`src/rtl/prbs16_pkg.sv`:
```
// prbs16_pkg: shared LFSR constants, state encoding and checker defaults
// for the x^16+x^14+x^13+x^11+1 PRBS generator/checker pair.
package prbs16_pkg;
    localparam int LFSR_W = 16;
    // s16, s14, s13, s11 with s[1] stored at bit 0
    localparam logic [LFSR_W-1:0] TAP_MASK = 16'hB400;
    localparam logic ESC_BIT = 1'b1;
    localparam int LOCK_MATCHES_DEF = 16;
    localparam int WIN_LEN_DEF = 64;
    localparam int WIN_ERR_MAX_DEF = 8;
    localparam int CNT_W_DEF = 12;
    typedef enum logic [1:0] {SEARCH, VERIFY, LOCKED} state_t;
endpackage

```
`src/rtl/prbs16_next.sv`:
```
// prbs16_next: next LFSR bit from the current register, forcing a 1
// out of the all-zero state so the sequence can never stall.
module prbs16_next
    import prbs16_pkg::*;
(
    input  logic [LFSR_W-1:0] i_s,
    output logic              o_bit
);
    assign o_bit = (i_s == '0) ? ESC_BIT : ^(i_s & TAP_MASK);
endmodule

```
`config.mk`:
```
export PLATFORM = sky130hd
export DESIGN_NAME = prbs16_next
export DESIGN_NICKNAME = d
export VERILOG_FILES = /design/src/rtl/prbs16_pkg.sv /design/src/rtl/prbs16_next.sv
export SDC_FILE = /design/constraint.sdc
export NUM_CORES = 1
export LEC_CHECK = 0
export ABC_AREA = 1
export CAP_MARGIN = 20
export CORE_AREA = 5 5 42 44
export DETAILED_ROUTE_END_ITERATION = 10
export DIE_AREA = 0 0 47 49
export PLACE_DENSITY = 0.43
export SLEW_MARGIN = 30
export SYNTH_ARGS = -nofsm -noshare
export SYNTH_HDL_FRONTEND = slang
export SYNTH_SLANG_ARGS = --single-unit
export TNS_END_PERCENT = 100
```
`constraint.sdc`:
```
create_clock -name vclk -period 0.8
set_clock_uncertainty 0.15 [all_clocks]
set_input_delay 0.08 -clock vclk [all_inputs]
set_output_delay 0.08 -clock vclk [all_outputs]
set_load 0.03 [all_outputs]
```
==> results.toml <==
[timing]
grt_setup_unrepaired = "yes"
fmax_ghz = 0.905
report.final.slew_viol_count = 0
setup_ws_ns = -0.305
tightest_slew_ns = 0.117
period_share = 1.38
period_needed_ns = 1.11
setup_viol = 1
max_slew_margin = 0.922
hold_viol_final = 0

[yosys]
ys_warn_count = 0
synth.avg_cell_area_um2 = 4.33
ys_seq_area_frac = 0
synth_cells = 26
synth_cell_types = 6
synth_fp_nets = 43
syn-cell-area_um2 = 113

[hold_path]
worstHoldStart = "i_s[15]"
hp-class = "in -> out"

[critical_path]
crit_family = "simple AND/OR/NAND/NOR gates"
cp_max_fo = 2
critPathArrivalTime_ns = 0.88
critPathRequiredTime_ns = 0.57
worstSetupEndpoint = "o_bit"
crit_path_end_kind = "output port"
path_common_cell = "nand2_2"
slowest_stage = "ha_4"
critPathLaunchType = "input pin"
crit_chain = "buf_8 -> inv_8 -> ha_4 -> inv_2 -> nand2_2 -> nand3b_1 -> nand2_2 -> nand2_4 -> buf_6"
cp_num_buf_inv = 4
crit_path_max_incr_delay_ns = 0.25
crit_start = "i_s[12]"
crit_cells = 9
path_class = "in -> out"

[final_layout]
regArea_um2 = 0
n_sequential_cell = 0
fin_area_um2 = 337
nClkBuffers = 0
n_antenna_cell = 0
fill_cells = 183
syn2layout_area_growth_pct = 199
layout-drive-gt1-share = 0.256
multiInputGateArea_um2 = 123
finalNonFillerCells = 59
finalNetCount = 62

[place]
place_congestion = 0.575
pre_cts_ws_ns = -0.848
place_area_um2 = 335
hpwlAfterDp_um = 385
place_inst = 59
placement.io_buffers = 17

[power_and_ir_drop]
power_density_nw_per_um2 = 468
finalPower_w = 0.000158
p_leak_nw = 0.161
irDropWorstVdd_v = 0.0000817

[die]
fp.dieW_um = 47
core_um2 = 1400
die-area_um2 = 2300
die_h_um = 49
initial_core_util = 0.0804
io_pins = 17
row_count = 14

[routing]
drc = 0
ant_nets = 0
vias_per_cell = 3.22
routed_wl_um = 391
dr.pass1.iters = 1
vias = 190
wl_per_cell_um = 6.63
drt_iter0_markers = 0

[clocking]
hold_buffers = 0

[grt]
track_usage = 0.0295
grt_pass1_wl_um = 545
grt_max_degree = 4
antenna_found_initial = 0
gr-total-overflow = 0
first_global_vias = 153

[run]
maxCapViolCount = 0

[run_status]
violations = "negative setup slack"
status = "complete, but fails checks"
layer usage:
metal / up-vias / wire length [um] / track usage / share of wire
met5: - / 0 / 0 / 0
met4: 0 / 0 / 0 / 0
met3: 0 / 48 / 0.00369 / 0.12
met2: 7 / 187 / 0.0611 / 0.48
met1: 73 / 154 / 0.0304 / 0.39
li1: 110 / - / - / -
worst min-delay path by stage:
stage | end | slack (ns) | depth (start not counted)
detailed placement | o_bit | 0.79 | 5
finish | o_bit | 0.53 | 5
floorplan | o_bit | 0.20 | 3
CTS | o_bit | 0.56 | 5
global placement | o_bit | 0.80 | 5
global route | o_bit | 0.57 | 5
timing repair:
action | in CTS | in global routing
resized for setup | 30 | 2
endpoints found under the setup margin | 1 | 1
setup buffers | 0 | 0
pin swaps | 17 | 4
layout make-up:
| type | count | share of cell area |
|---|---|---|
| Timing Repair Buffer | 17 | 0.494 |
| Multi-Input combinational cell | 22 | 0.364 |
| Inverter | 4 | 0.0818 |
| Tap cell | 16 | 0.0595 |
through the flow:
| stage | setup TNS [ns] | hold WS (ns) | util |
|---|---|---|---|
| 6_report | -0.305 | 0.533 | 0.240 |
| 5_1_grt | -0.359 | 0.571 | 0.240 |
| 4_1_cts | -0.312 | 0.563 | 0.238 |
| 3_5_place_dp | -0.848 | 0.791 | 0.239 |
| 3_3_place_gp | -0.847 | 0.799 | 0.239 |
| 2_1_floorplan | -0.130 | 0.202 | - |
cells in the mapped netlist:
master    instances  share of area
ha_1              1           0.11
inv_1             4           0.13
nand2_1          11           0.37
nand3b_1          1          0.067
nor2_1            8           0.27
nor2_2            1          0.056
logic make-up (layout without fill, tap and decap cells):
logic type,count (synthesis),in the layout,share of synthesized area
and+or+nand+nor,21,21,0.756
adders and majority gates,1,1,0.111
buffers and inverters,4,21,0.133
worst min-delay path: stages:
cell and delay, ns:
clkdlybuf4s15_1 0.20, nand2_1 0.07, nand2_2 0.07, nand2_4 0.05, buf_6 0.13
cells in the final DEF (no fill, tap or decap), drive strengths merged:
master          n
buf             3
ha              1
clkdlybuf4s15   2
nand3b          1
dlygate4sd2    12
nand2          11
inv             4
nor2            9
where the power goes:
group	total (W)	leakage, nW	internal (W)	switching (W)
Sequential	0	0	0	0
Combinational	0.000158	0.161	0.0000919	0.0000657
Clock	0	0	0	0
No activity file was read; power rests on OpenSTA's default activity.
